==> src/rtl/dense_argmax.sv <==
// dense_argmax: snapshots NC+1 signed 8-bit class scores and scans them one
// per cycle, reporting the winning index and score over a valid/ready handshake.
// Optional build macro DENSE_ARGMAX_MARGIN_EN adds second-best tracking and
// the 9-bit top-1/top-2 margin output.
module dense_argmax #(
    parameter int unsigned NC    = 9,
    parameter int unsigned IDX_W = 4
) (
    input  logic                   clk,
    input  logic                   rst,
    input  logic                   start,
    input  logic signed [7:0]      result [0:NC],
    input  logic                   ready,
    output logic                   valid,
    output logic [IDX_W-1:0]       classIdx,
    output logic signed [7:0]      maxScore,
    output logic                   busy,
    output logic                   overrun
`ifdef DENSE_ARGMAX_MARGIN_EN
    ,
    output logic [8:0]             margin
`endif
);

    localparam logic [IDX_W-1:0] LAST_IDX = IDX_W'(NC);
    localparam logic signed [7:0] MIN_SCORE = 8'sh80;

    typedef enum logic [1:0] {
        IDLE,
        SCAN,
        DONE
    } state_t;

    state_t                  state;
    logic signed [7:0]       snap [0:NC];
    logic [IDX_W-1:0]        idx;
    logic signed [7:0]       best;
    logic [IDX_W-1:0]        best_idx;

    logic signed [7:0]       cur;
    logic signed [7:0]       best_nx;
    logic [IDX_W-1:0]        best_idx_nx;
    logic                    accept_start;
    logic                    reject_start;

`ifdef DENSE_ARGMAX_MARGIN_EN
    logic signed [7:0]       second;
    logic signed [7:0]       second_nx;
    logic [8:0]              margin_nx;
`endif

    assign cur = snap[idx];

    // Start is honoured in IDLE, or in DONE on the handshake edge; otherwise it is an overrun
    assign accept_start = start && ((state == IDLE) || ((state == DONE) && ready));
    assign reject_start = start && ((state == SCAN) || ((state == DONE) && !ready));

    // Running max update for the current scan element; strict > keeps the lowest index on ties
    always_comb begin
        best_nx     = best;
        best_idx_nx = best_idx;
`ifdef DENSE_ARGMAX_MARGIN_EN
        second_nx   = second;
`endif
        if (cur > best) begin
            best_nx     = cur;
            best_idx_nx = idx;
`ifdef DENSE_ARGMAX_MARGIN_EN
            second_nx   = best;
`endif
        end
`ifdef DENSE_ARGMAX_MARGIN_EN
        else if (cur > second) begin
            second_nx = cur;
        end
`endif
    end

`ifdef DENSE_ARGMAX_MARGIN_EN
    // Sign-extended 9-bit difference; never negative because best >= second
    assign margin_nx = {best_nx[7], best_nx} - {second_nx[7], second_nx};
`endif

    // Control FSM, snapshot capture, scan datapath and registered outputs
    always_ff @(posedge clk or negedge rst) begin
        if (!rst) begin
            state    <= IDLE;
            valid    <= 1'b0;
            busy     <= 1'b0;
            overrun  <= 1'b0;
            classIdx <= '0;
            maxScore <= '0;
            idx      <= '0;
            best     <= '0;
            best_idx <= '0;
            for (int i = 0; i <= int'(NC); i++) begin
                snap[i] <= '0;
            end
`ifdef DENSE_ARGMAX_MARGIN_EN
            second   <= '0;
            margin   <= '0;
`endif
        end else begin
            overrun <= reject_start;
            if (accept_start) begin
                for (int i = 0; i <= int'(NC); i++) begin
                    snap[i] <= result[i];
                end
                best     <= result[0];
                best_idx <= '0;
                idx      <= IDX_W'(1);
`ifdef DENSE_ARGMAX_MARGIN_EN
                second   <= MIN_SCORE;
`endif
                valid    <= 1'b0;
                busy     <= 1'b1;
                state    <= SCAN;
            end else begin
                case (state)
                    SCAN: begin
                        best     <= best_nx;
                        best_idx <= best_idx_nx;
`ifdef DENSE_ARGMAX_MARGIN_EN
                        second   <= second_nx;
`endif
                        if (idx == LAST_IDX) begin
                            classIdx <= best_idx_nx;
                            maxScore <= best_nx;
`ifdef DENSE_ARGMAX_MARGIN_EN
                            margin   <= margin_nx;
`endif
                            valid    <= 1'b1;
                            state    <= DONE;
                        end else begin
                            idx <= idx + IDX_W'(1);
                        end
                    end
                    DONE: begin
                        if (ready) begin
                            valid <= 1'b0;
                            busy  <= 1'b0;
                            state <= IDLE;
                        end
                    end
                    IDLE: ;
                    default: state <= IDLE;
                endcase
            end
        end
    end

`ifndef DENSE_ARGMAX_MARGIN_EN
    // The minimum-score constant is only used by second-best tracking
    logic unused_min;
    assign unused_min = ^MIN_SCORE;
`endif

endmodule

==> config.mk <==
export PLATFORM = sky130hd
export DESIGN_NAME = dense_argmax
export DESIGN_NICKNAME = d
export VERILOG_FILES = /design/src/rtl/dense_argmax.sv
export SDC_FILE = /design/constraint.sdc
export NUM_CORES = 1
export LEC_CHECK = 0
export BUFFER_PORTS_ARGS = -buffer_cell sky130_fd_sc_hd__clkbuf_2
export CORE_MARGIN = 10
export CORE_UTILIZATION = 56
export DETAILED_ROUTE_END_ITERATION = 10
export PLACE_DENSITY = 0.8
export RECOVER_POWER = 50
export SLEW_MARGIN = 25
export SYNTH_ARGS = -nofsm -noshare
export SYNTH_HDL_FRONTEND = slang
export SYNTH_SLANG_ARGS = --single-unit
==> constraint.sdc <==
create_clock -name clk -period 3.3 [get_ports clk]
set_input_delay 0.66 -clock clk [delete_from_list [all_inputs] [get_ports clk]]
set_output_delay 0.66 -clock clk [all_outputs]
set_load 0.01 [all_outputs]
==> out/qor.yml <==
grt:
  grt_first_pass_wirelength_mm: 21.8
  grt_pass1_vias: 4139
  grt_max_degree: 48
  antenna_found_initial: 0
  grt_overflow: 0
  grt_usage_pct: 19.4
die:
  die_h_um: 119
  die-area_mm2: 0.0141
  core-area_mm2: 0.00964
  io_pins: 99
  start_util_pct: 56.7
  die_x_um: 119
  rows: 36
hold_path:
  hold_path_depth: 2
  hold_path.startpoint: "result[19]"
  hold_class: "input pin to flip-flop"
  hold_end: "snap[19]$_DFFE_PN0P_"
worst_setup_path:
  timing.rr.start: "idx[0]$_DFFE_PN0P_"
  worstPathRequired_ps: 3700
  endpoint_kind: "flip-flop"
  cp_max_fo: 12
  reg2reg_depth: 8
  cpPeakStageDelay_ps: 620
  slowest_stage: "mux4_1"
  worstSetupStartpointType: "flip-flop"
  timing.rr.end: "best_idx[2]$_DFFE_PN0P_"
  crit_chain: "mux4_1, o22ai_1, o32ai_2, ha_1, nand4_1, o221a_2, o21ai_1, mux2_2"
  r2r_slack_ps: 120
  path_class: "flip-flop to flip-flop"
  arrival_ps: 3580
synthesis:
  synth-seq-cells: 113
  synth_area_mm2: 0.00547
  ys_types: 46
  avgSynthCellArea_um2: 13.2
  synth-main-ff-cell: "dfrtp_1"
  yosysSeqAreaShare_pct: 51.7
  synth_edf_count: 0
  yosysWarnings: 0
  synthCells: 415
  synth-async-reset-ratio_pct: 100
  syn_nets: 509
place:
  globalplace.congestion: 0.856
  placed_area_mm2: 0.00610
  dp_hpwl_mm: 9.63
  dp_cells: 632
  numPortBuffers: 98
timing:
  slew-limit-headroom_pct: -26.6
  tightest_slew_ps: 1900
  hold_violations: 0
  slew_viol_final: 37
  rsz0062_at_grt: "yes"
  clock.fmax_mhz: 315
  fin_crit_sh_pct: 96.3
  period_minus_slack_ps: 3180
  fin_tns_setup_ps: 0
  setup-violations-final: 0
  fin_skew_ps: 10.4
clocking:
  cts_tree: "done"
  post_cts_resized: 0
  cts_buffers: 17
  holdBufCountCts: 0
  clk_latency_ps: 520
  clock_sinks: 113
  post_cts_buffers: 0
  htreeDepth: 4
  cts_root_buf: "clkbuf_8"
  cts.path.max_buffers: 2
  cts.clk_slew.worst_paths_ps: 60
cells_and_area:
  fin_area_mm2: 0.00670
  drive_above_1_share_pct: 46.7
  seqCellArea_mm2: 0.00283
  area_growth_pct: 22.6
  diodes: 0
  multiInputGateArea_mm2: 0.00244
  final_core_util_pct: 69.5
  nFillCells: 728
  nNetsFinal: 612
  stdcell_count: 662
job:
  max_cap_viol_count: 1
detailed_routing:
  vias: 3825
  drt_iter0_markers: 292
  ant_nets: 0
  via_per_inst: 5.78
  routed_wl_mm: 13.2
  wire_per_inst_um: 19.9
  drt_pre_antenna_iters: 4
  drc: 0
power_and_ir_drop:
  leakage_nw: 3.01
  pwr_density_cell_mw_per_mm2: 1220
  peakVddDrop_mv: 0.554
  finalPower_mw: 8.19
run_status:
  outcome: "finished, violations left"
  violations: "max-capacitance violations, max-slew violations"
-- worst max-delay path, delay by kind of cell (launching register included) --
| kind | cells | cell delay, ps |
|---|---|---|
| mux | 2 | 1000 |
| fa+ha+maj | 1 | 350 |
| compound gates | 4 | 1020 |
| flops | 1 | 540 |
| simple gates | 1 | 130 |
-- worst max path at each step --
stage                                  start                 endpoint  slack [ps]  cells after the start
after global placement    idx[0]$_DFFE_PN0P_  best_idx[0]$_DFFE_PN0P_         220                      8
after floorplan           idx[0]$_DFFE_PN0P_  best_idx[0]$_DFFE_PN0P_         410                     10
final                     idx[0]$_DFFE_PN0P_  best_idx[2]$_DFFE_PN0P_         120                      8
after global routing      idx[0]$_DFFE_PN0P_  maxScore[6]$_DFFE_PN0P_         -70                      9
after detailed placement  idx[0]$_DFFE_PN0P_  best_idx[2]$_DFFE_PN0P_         120                      8
after CTS                 idx[0]$_DFFE_PN0P_  best_idx[2]$_DFFE_PN0P_          90                      8
-- cells by family (layout without fill, tap and decap cells) --
| logic type | after synthesis | count (layout) | share of synthesized area [%] |
|---|---|---|---|
| muxes | 109 | 109 | 24.3 |
| adders and majority gates | 10 | 10 | 2.29 |
| DFF | 113 | 113 | 51.7 |
| and+or+nand+nor | 65 | 65 | 6.15 |
| xor gates and xnor gates | 3 | 3 | 0.481 |
| buffers and inverters | 38 | 152 | 3.87 |
| AOI/OAI and AO/OA | 77 | 77 | 11.2 |
-- where the power goes --
group / leakage (nW) / internal [mW] / switching, mW
clock network: 0.289 / 1.31 / 0.613
registers: 1.35 / 2.10 / 0.450
logic: 1.38 / 1.80 / 1.92
-- flip-flops by register name, indices dropped and copies added, names as in the netlist --
register,count
snap,80
best,8
maxScore,8
best_idx,4
classIdx,4
idx,4
state,2
busy,1
overrun,1
valid,1
-- cells in the mapped netlist, types with 10 or more instances --
master | n | area share, %
a211oi_1 | 10 | 1.4
buf_2 | 12 | 1.1
dfrtp_1 | 113 | 52
ha_1 | 10 | 2.3
inv_1 | 11 | 0.75
mux2_2 | 89 | 18
mux2i_1 | 10 | 1.8
nand2_1 | 15 | 1.0
nor2_1 | 10 | 0.69
nor2b_1 | 13 | 1.5
o31ai_1 | 16 | 2.2
-- layout by cell type (no fill, tap or decap), types with 2 or more instances in the layout --
master      synthesis  layout
nand2b_1            5       5
o22ai_1             8       8
a22oi_1             8       8
clkinvlp_4          0       4
buf_4               0       9
mux2_2             89      89
o21ai_0             6       6
o211ai_1            2       2
buf_12              0       2
ha_1               10      10
mux4_1              6       6
nand4_1             5       5
clkbuf_8            0       2
nor2b_1            13      13
a211oi_1           10      10
clkbuf_16           0      16
a31oi_1             2       2
a21oi_2             6       6
mux2i_1            10      10
nand3_1             3       3
inv_1              11      11
bufinv_16           0       5
nand2_1            15      15
clkbuf_1            7       3
nor3_1              8       8
xor2_1              2       2
mux2_1              2       2
mux4_2              2       2
o31ai_1            16      16
o32ai_2             7       7
dfrtp_1           113     112
nor2_1             10      10
clkbuf_2            1      99
a21oi_1             5       5
-- layer usage --
layer / routed length [um] / track usage, %
met5: 0 / 0
met4: 229 / 7.71
met3: 764 / 5.90
met2: 6690 / 31.4
met1: 5480 / 23.8
-- per-stage QoR --
step	hold WS [ps]	worst slack (ps)
floorplan	364	406
global placement	466	222
detailed placement	463	123
CTS	94.9	86.8
global route	355	-66.2
finish	365	122
-- area by class of cell --
type,instances,area share (%)
inverter,11,0.616
timing repair buffer,111,9.05
tap,133,2.48
sequential,113,42.2
clock inverter,10,2.76
clock buffer,20,6.50
multi-input combinational,264,36.3
Note: power is estimated with default switching activity, not from simulation.
